File: config.mk
export PLATFORM = sky130hd
export DESIGN_NAME = fifo_uart_tx
export DESIGN_NICKNAME = d
export VERILOG_FILES = /design/src/rtl/fifo_uart_tx.sv
export SDC_FILE = /design/constraint.sdc
export NUM_CORES = 1
export LEC_CHECK = 0
export CORE_ASPECT_RATIO = 0.75
export CORE_MARGIN = 8
export CORE_UTILIZATION = 50
export DETAILED_ROUTE_END_ITERATION = 12
export HOLD_SLACK_MARGIN = 0.08
export MAX_ROUTING_LAYER = met4
export PLACE_DENSITY_LB_ADDON = 0.08
export SKIP_CTS_REPAIR_TIMING = 1
export SLEW_MARGIN = 10
export SYNTH_ARGS = -nofsm -noshare
export SYNTH_HDL_FRONTEND = slang
export SYNTH_SLANG_ARGS = --single-unit
export TNS_END_PERCENT = 10
File: constraint.sdc
create_clock -name clk -period 2.54 [get_ports clk]
set_clock_uncertainty 0.05 [all_clocks]
set_input_delay 0.508 -clock clk [delete_from_list [all_inputs] [get_ports clk]]
set_output_delay 0.508 -clock clk [all_outputs]
set_load 0.05 [all_outputs]
File: src/rtl/fifo_uart_tx.sv
// fifo_uart_tx: pops bytes from a registered-output sync FIFO and sends each as a UART frame, LSB first.
// Optional macro UART_PARITY_EN inserts an even-parity bit between the data bits and the stop bit(s).
module fifo_uart_tx #(
    parameter int CLKS_PER_BIT = 16,
    parameter int STOP_BITS    = 1
) (
    input  logic       clk,
    input  logic       reset,
    input  logic       enable,
    input  logic       fifo_empty,
    input  logic [7:0] fifo_data_out,
    output logic       fifo_read_en,
    output logic       tx,
    output logic       busy,
    output logic       frame_done
);
    localparam int CW = (CLKS_PER_BIT > 1) ? $clog2(CLKS_PER_BIT) : 1;
    localparam logic [CW-1:0] BAUD_LAST = CW'(CLKS_PER_BIT - 1);
    localparam logic [2:0] STOP_LAST = 3'(STOP_BITS - 1);

`ifdef UART_PARITY_EN
    typedef enum logic [2:0] {IDLE, REQ, LOAD, START, DATA, PARITY, STOP} state_t;
`else
    typedef enum logic [2:0] {IDLE, REQ, LOAD, START, DATA, STOP} state_t;
`endif

    state_t state_q, state_d;
    logic [CW-1:0] baud_q, baud_d;
    logic [2:0] bit_q, bit_d;
    logic [7:0] shreg_q, shreg_d;
    logic tx_q, tx_d, rd_en_q, rd_en_d, baud_end;
`ifdef UART_PARITY_EN
    logic par_q, par_d;
`endif

    assign baud_end = baud_q == BAUD_LAST;

    always_comb begin
        state_d = state_q;
        bit_d = bit_q;
        shreg_d = shreg_q;
        case (state_q)
            IDLE: state_d = (enable && !fifo_empty) ? REQ : IDLE;
            REQ: state_d = LOAD;
            LOAD: begin
                state_d = START;
                shreg_d = fifo_data_out;
            end
            START: state_d = baud_end ? DATA : START;
            DATA: if (baud_end) begin
                shreg_d = shreg_q >> 1;
                bit_d = bit_q + 3'd1;
`ifdef UART_PARITY_EN
                state_d = (bit_q == 3'd7) ? PARITY : DATA;
`else
                state_d = (bit_q == 3'd7) ? STOP : DATA;
`endif
            end
`ifdef UART_PARITY_EN
            PARITY: state_d = baud_end ? STOP : PARITY;
`endif
            STOP: if (baud_end) begin
                // bit counter is reused to count stop bits
                state_d = (bit_q == STOP_LAST) ? IDLE : STOP;
                bit_d = (bit_q == STOP_LAST) ? 3'd0 : bit_q + 3'd1;
            end
            default: state_d = IDLE;
        endcase
        baud_d = (state_d != state_q || state_q == IDLE || baud_end) ? '0 : baud_q + 1'b1;
        rd_en_d = state_d == REQ;
`ifdef UART_PARITY_EN
        par_d = (state_q == LOAD) ? ^fifo_data_out : par_q;
        tx_d = (state_d == START) ? 1'b0 : (state_d == DATA) ? shreg_d[0] : (state_d == PARITY) ? par_d : 1'b1;
`else
        tx_d = (state_d == START) ? 1'b0 : (state_d == DATA) ? shreg_d[0] : 1'b1;
`endif
    end

    always_ff @(posedge clk or negedge reset) begin
        if (!reset) begin
            state_q <= IDLE;
            baud_q <= '0;
            bit_q <= '0;
            shreg_q <= '0;
            tx_q <= 1'b1;
            rd_en_q <= 1'b0;
`ifdef UART_PARITY_EN
            par_q <= 1'b0;
`endif
        end else begin
            state_q <= state_d;
            baud_q <= baud_d;
            bit_q <= bit_d;
            shreg_q <= shreg_d;
            tx_q <= tx_d;
            rd_en_q <= rd_en_d;
`ifdef UART_PARITY_EN
            par_q <= par_d;
`endif
        end
    end

    assign tx = tx_q;
    assign fifo_read_en = rd_en_q;
    assign busy = state_q != IDLE;
    assign frame_done = state_q == STOP && baud_end && bit_q == STOP_LAST;
endmodule

==> out/metrics.cfg, run 1 <==
[pwr]
p_sw_share_pct = 21.5
power.density_mw_per_mm2 = 425
ir_drop_mv = 0.381
combPwrFrac_pct = 7.4
power_switching_w = 0.000112
intPower_w = 0.000409
seq_power_share_pct = 63.0
leakagePower_nw = 0.537
power_frac_clock_pct = 29.6

[yosys]
ys_types = 33
yosys.area_share.simple_pct = 23.4
synth_compound_gate_area_share_pct = 16.1
post_synth.cell_area_avg_um2 = 9.45
syn_inst = 107
synth_top_family_by_area = simple AND/OR/NAND/NOR gates
synthFlopType = dfrtp_1
synth_mux_area_share_pct = 0
synth_fa_ha_area_share_pct = 4.95
synth-xor-area-share_pct = 2.60
synth_warnings = 0
seq_area_frac_synth_pct = 49.6
synthArstFlopShare_pct = 100
syn_area_mm2 = 0.00101
syn-num-nets = 123
synth_edf_count = 0
ys_ff_latch = 20

[timing]
drv_slew = 0
fin_setup_tns_ns = 0
hold_violations = 0
post-route-min-period_ns = 2.38
maxSlewHeadroom_pct = 66.5
setup_violations = 0
rsz0062_at_grt = no
fmax_mhz = 420
worstMarginPinSlew_ns = 0.500
finalCritPeriodShare_pct = 93.7

[detailed_routing]
drt_wl_total_um = 2030
drc = 0
via_count = 807
viasPerCell = 5.45
wl_per_cell_um = 13.7
drt_pass1_iterations = 4
drtIter0Drc = 31
final_antenna_net_count = 0

[clock_network]
clkLatencyLatePin_ns = 0.30
cts_tree = done
clk_path_buf_depth = 2
htreeDepth = 1
clock_sinks = 20
clk_pin_slew_ns = 0.11
numCtsBuffers = 3
cts_root_buffer = clkbuf_4

[finish]
synthToLayoutAreaGrowth_pct = 21.3
finalCoreUtilization_pct = 62.5
layout-drive-gt1-share_pct = 8.87
num_antenna_cells = 0
fin_nets = 141

[critical_path]
cp-end-kind = primary output
crit_path_top_delay_cell = dfrtp_1
worstPathRequired_ns = 1.98
crit_fanout = 7
path_class = flop to primary output
critPathMaxStageDelay_ns = 0.39
startpoint_type = flop
path_cells = ha_1, and3_1, nand2_1, nor2_1, buf_12
worst_ep_arrival_time_ns = 1.82

[floorplan]
die_w_um = 67.9
num_io_pins = 16
core_area_mm2 = 0.00196
dieArea_mm2 = 0.00373
num_rows = 14
fp.dieH_um = 54.9
start_util_pct = 51.5

[global_route]
grt_pass1_vias = 797
grt.busiest_layer = met2
grt_util_met3_pct = 5.03
grt_usage_pct = 12.9
grt-ovfl-total = 0
use_met1_pct = 16.9
grtUsageMet2_pct = 19.0
antenna_found_initial = 0
grt_max_degree = 21
grt_pass1_wl_um = 3560

[placement]
hpwl_um = 1540
io_buffers = 15
gp_congestion = 0.917

[flow_run]
max_cap_violations = 0

[hold_path]
hold_class = flop to flop

[status]
status = finished clean

## critical path, delay by kind of cell (launching register included)
| kind | cells | cell delay [ns] |
|---|---|---|
| flip-flops | 1 | 0.39 |
| AND/OR/NAND/NOR | 3 | 0.72 |
| buffers and inverters | 1 | 0.17 |
| adder cells (fa/ha/maj) | 1 | 0.24 |
## cell usage after synthesis, types with 2 or more instances
master / n / area, um2
dfrtp_1: 19 / 475
nor3_1: 2 / 10.0
buf_2: 3 / 15.0
inv_1: 4 / 15.0
o21ai_0: 7 / 35.0
ha_1: 4 / 50.1
a22oi_1: 6 / 45.0
xor2_1: 3 / 26.3
nor2_1: 7 / 26.3
a21oi_1: 6 / 30.0
nor2b_1: 3 / 18.8
nand3_1: 2 / 10.0
nand2_1: 21 / 78.8
## cell type report
| type | count | area, um2 |
|---|---|---|
| clock buffer | 4 | 26.3 |
| inverter | 4 | 15.0 |
| fill | 164 | 736 |
| sequential | 20 | 502 |
| timing repair buffer | 17 | 178 |
| multi-input combinational | 79 | 475 |
| tap | 24 | 30.0 |
## per-stage QoR
stage | std cells | hold WS [ns] | instance area, um2 | power (W) | setup slack (ns)
6_report | 148 | 0.424 | 1230 | 0.000521 | 0.161
5_1_grt | 148 | 0.454 | 1230 | 0.000546 | 0.0146
4_1_cts | 148 | 0.432 | 1220 | 0.000528 | 0.0533
3_5_place_dp | 144 | 0.412 | 1200 | 0.000374 | 0.368
3_3_place_gp | 144 | 0.404 | 1200 | 0.000374 | 0.419
2_1_floorplan | 107 | 0.162 | 1010 | 0.000346 | 0.285
## cells by family after synthesis
group,count (synthesis)
flip-flops,20
adder cells (fa/ha/maj),4
XOR/XNOR,3
buffers and inverters,8
AND/OR/NAND/NOR,47
AO/OA/AOI/OAI,25
## registers in the layout (all words and copies together), names as in the netlist
register,cells
bit_q,3
shreg_q,8
tx,1
fifo_read_en,1
state_q,3
baud_q,4
## worst paths after layout
path	from	endpoint	slack (ns)	depth (start not counted)
min in group asynchronous	reset	fifo_read_en$_DFF_PN0_	0.49	2
max in group asynchronous	reset	tx$_DFF_PN1_	1.69	2
min	baud_q[0]$_DFF_PN0_	baud_q[0]$_DFF_PN0_	0.42	1
max reg2reg	baud_q[0]$_DFF_PN0_	baud_q[2]$_DFF_PN0_	0.68	6
min reg2reg	baud_q[0]$_DFF_PN0_	baud_q[0]$_DFF_PN0_	0.42	1
max	baud_q[0]$_DFF_PN0_	frame_done	0.16	5
## power groups by stage
stage                logic (W)  clock network, W  registers (W)
floorplan           0.00000888                 0       0.000337
global placement     0.0000391                 0       0.000334
detailed placement   0.0000393                 0       0.000335
CTS                  0.0000397          0.000160       0.000328
global route         0.0000432          0.000173       0.000329
finish               0.0000385          0.000154       0.000328
## cell usage in the layout, fill, tap and decap left out, drive strengths merged
cell type and count:
a22oi 6, a21oi 6, clkbuf 4, dfrtp 19
and2 1, nand2b 1, or2b 1, nand4b 1
dlymetal6s2s 1, ha 4, or3 1, a211oi 1
nand3b 1, buf 3, o21bai 1, o21ai 7
and3 1, nor4 1, inv 4, a31oi 1
xor2 3, nor3b 2, o22a 1, nor2 7
nor3 2, nor2b 3, or3b 1, nand3 2
a221oi 1, clkdlybuf4s50 13, nand2 21, dfstp 1
o31ai 1, or2 1
## layer usage
layer  part of all wire [%]  wire length, um
met5                      0                0
met4                   0.44                9
met3                    5.8              118
met2                     43              868
met1                     51             1030
Power figures use the tool's default switching activity.
==> inputs of run 2 (changes only) <==
CORE_MARGIN = unset   (was 8)
==> run 2 against run 1 <==
Maximum frequency increased by 2.7%; sequential cell count unchanged; worst setup slack improved by 0.063 ns; hold slack better by 0.00073 ns; global-route usage rose by 8.1 points; clock-buffer cell count unchanged; register-to-register slack about the same; combinational power barely moved; via count up 0.87%.
==> out/metrics.cfg, run 2 (synthesis results as in run 1) <==
[detailed_routing]
viasPerCell = 5.58  ; was 5.45
drtIter0Drc = 18  ; was 31
drt_wl_total_um = 1890  ; was 2030 um
via_count = 814  ; was 807
drt_pass1_iterations = 4  ; unchanged
drc = 0  ; unchanged
final_antenna_net_count = 0  ; unchanged
wl_per_cell_um = 13.0  ; was 13.7 um

[floorplan]
dieArea_mm2 = 0.00221  ; was 0.00373 mm2
fp.dieH_um = 40.9  ; was 54.9 um
start_util_pct = 55.5  ; was 51.5%
num_io_pins = 16  ; unchanged
core_area_mm2 = 0.00182  ; was 0.00196 mm2
num_rows = 13  ; was 14
die_w_um = 53.9  ; was 67.9 um

[global_route]
grt_pass1_wl_um = 2970  ; was 3560 um
grt_usage_pct = 21.0  ; was 12.9%
antenna_found_initial = 0  ; unchanged
grt_util_met3_pct = 7.78  ; was 5.03%
grt_max_degree = 21  ; unchanged
grt_pass1_vias = 694  ; was 797
grt.busiest_layer = met2  ; unchanged
use_met1_pct = 26.4  ; was 16.9%
grt-ovfl-total = 0  ; unchanged
grtUsageMet2_pct = 32.1  ; was 19.0%

[pwr]
power.density_mw_per_mm2 = 426  ; was 425 mW/mm2
finalPower_w = 0.000521  ; about the same
ir_drop_mv = 0.362  ; was 0.381 mV
leakagePower_nw = 0.537  ; unchanged

[clock_network]
cts_tree = done  ; unchanged
numCtsBuffers = 3  ; unchanged
clock_sinks = 20  ; unchanged
clk_pin_slew_ns = 0.10  ; was 0.11 ns
htreeDepth = 1  ; unchanged
clkLatencyLatePin_ns = 0.30  ; about the same
clk_path_buf_depth = 2  ; unchanged
cts_root_buffer = clkbuf_4  ; unchanged

[flow_run]
max_cap_violations = 0  ; unchanged

[finish]
fin_nets = 141  ; unchanged
largest_register_ffs = 8  ; unchanged
mostFrequentLayoutCell = nand2_1  ; unchanged
reg_top3 = shreg_q x8, baud_q x4  ; unchanged
mostFrequentLayoutCells = nand2_1 (21), dfrtp_1 (19), clkdlybuf4s50_1 (13)  ; unchanged
regMostFlops = shreg_q  ; unchanged
seq_area_um2 = 502  ; unchanged
fill_cells = 148  ; was 164
synthToLayoutAreaGrowth_pct = 21.0  ; was 21.3%
num_antenna_cells = 0  ; unchanged
layout-drive-gt1-share_pct = 8.87  ; unchanged
multi_input_area_um2 = 475  ; unchanged

[critical_path]
crit_fanout = 7  ; unchanged
path_class = flop to primary output  ; unchanged
worst_ep_arrival_time_ns = 1.76  ; was 1.82 ns
path_cells = ha_1, and3_1, nand2_1, nor2_1, buf_12  ; unchanged
worstPathRequired_ns = 1.98  ; about the same
startpoint_type = flop  ; unchanged
worst-path-buf-inv = 1  ; unchanged
critPathMaxStageDelay_ns = 0.38  ; was 0.39 ns
cp-end-kind = primary output  ; unchanged
crit_path_top_delay_cell = dfrtp_1  ; unchanged
critPathTopFamily = simple AND/OR/NAND/NOR gates  ; unchanged

[timing]
hold_violations = 0  ; unchanged
fin_setup_tns_ns = 0  ; unchanged
setup_violations = 0  ; unchanged
finalCritPeriodShare_pct = 91.2  ; was 93.7%
rsz0062_at_grt = no  ; unchanged
worstMarginPinSlew_ns = 0.503  ; was 0.500 ns
fmax_mhz = 432  ; was 420 MHz
maxSlewHeadroom_pct = 66.4  ; was 66.5%
post-route-min-period_ns = 2.32  ; was 2.38 ns
drv_slew = 0  ; unchanged

[hold_path]
hold_class = flop to flop  ; unchanged

[placement]
io_buffers = 15  ; unchanged
hpwl_um = 1390  ; was 1540 um
gp_congestion = 0.791  ; was 0.917

[status]
status = finished clean  ; unchanged

[run 2: cell counts in the layout (fill, tap and decap cells not counted)]
Identical to the previous run, type by type.
[run 2: report_power, final]
part	total [W]	internal [W]	leakage, nW	switching, W
Combinational	0.0000387	0.0000228	0.291	0.0000159
Sequential	0.000329	0.000325	0.232	0.00000355
Clock	0.000154	0.0000613	0.0150	0.0000924
[run 2: through the flow]
stage               worst slack [ns]  cells  utilization, %  area [um2]  hold WS [ns]
floorplan                      0.285    107               -        1010         0.162
global placement               0.426    142            65.6        1190         0.405
detailed placement             0.392    142            65.6        1190         0.407
CTS                           0.0481    146            67.0        1220         0.421
global route                  0.0757    146            67.2        1220         0.437
finish                         0.224    146            67.2        1220         0.424
[run 2: worst paths after layout]
| check | from | to | slack, ns | cells past startpoint |
|---|---|---|---|---|
| setup / recovery | baud_q[0]$_DFF_PN0_ | frame_done | 0.22 | 5 |
| hold / removal | baud_q[0]$_DFF_PN0_ | baud_q[0]$_DFF_PN0_ | 0.42 | 1 |
| setup reg to reg | bit_q[0]$_DFFE_PN0P_ | baud_q[2]$_DFF_PN0_ | 0.68 | 7 |
| hold reg to reg | baud_q[0]$_DFF_PN0_ | baud_q[0]$_DFF_PN0_ | 0.42 | 1 |
| max in group asynchronous | reset | tx$_DFF_PN1_ | 1.69 | 2 |
| min in group asynchronous | reset | shreg_q[1]$_DFFE_PN0P_ | 0.48 | 2 |
[run 2: layout make-up]
cell class,count,share of cell area [%]
inverters,4,1.23
flip-flops and latches,20,41.0
well taps,22,2.25
clock buffers,4,2.15
repair buffers,17,14.5
multi-input cells,79,38.9
[run 2: layer usage]
metal,vias to the layer above,wire length [um]
li1,406,-
met1,381,890
met2,25,852
met3,2,139
met4,0,11
met5,-,0
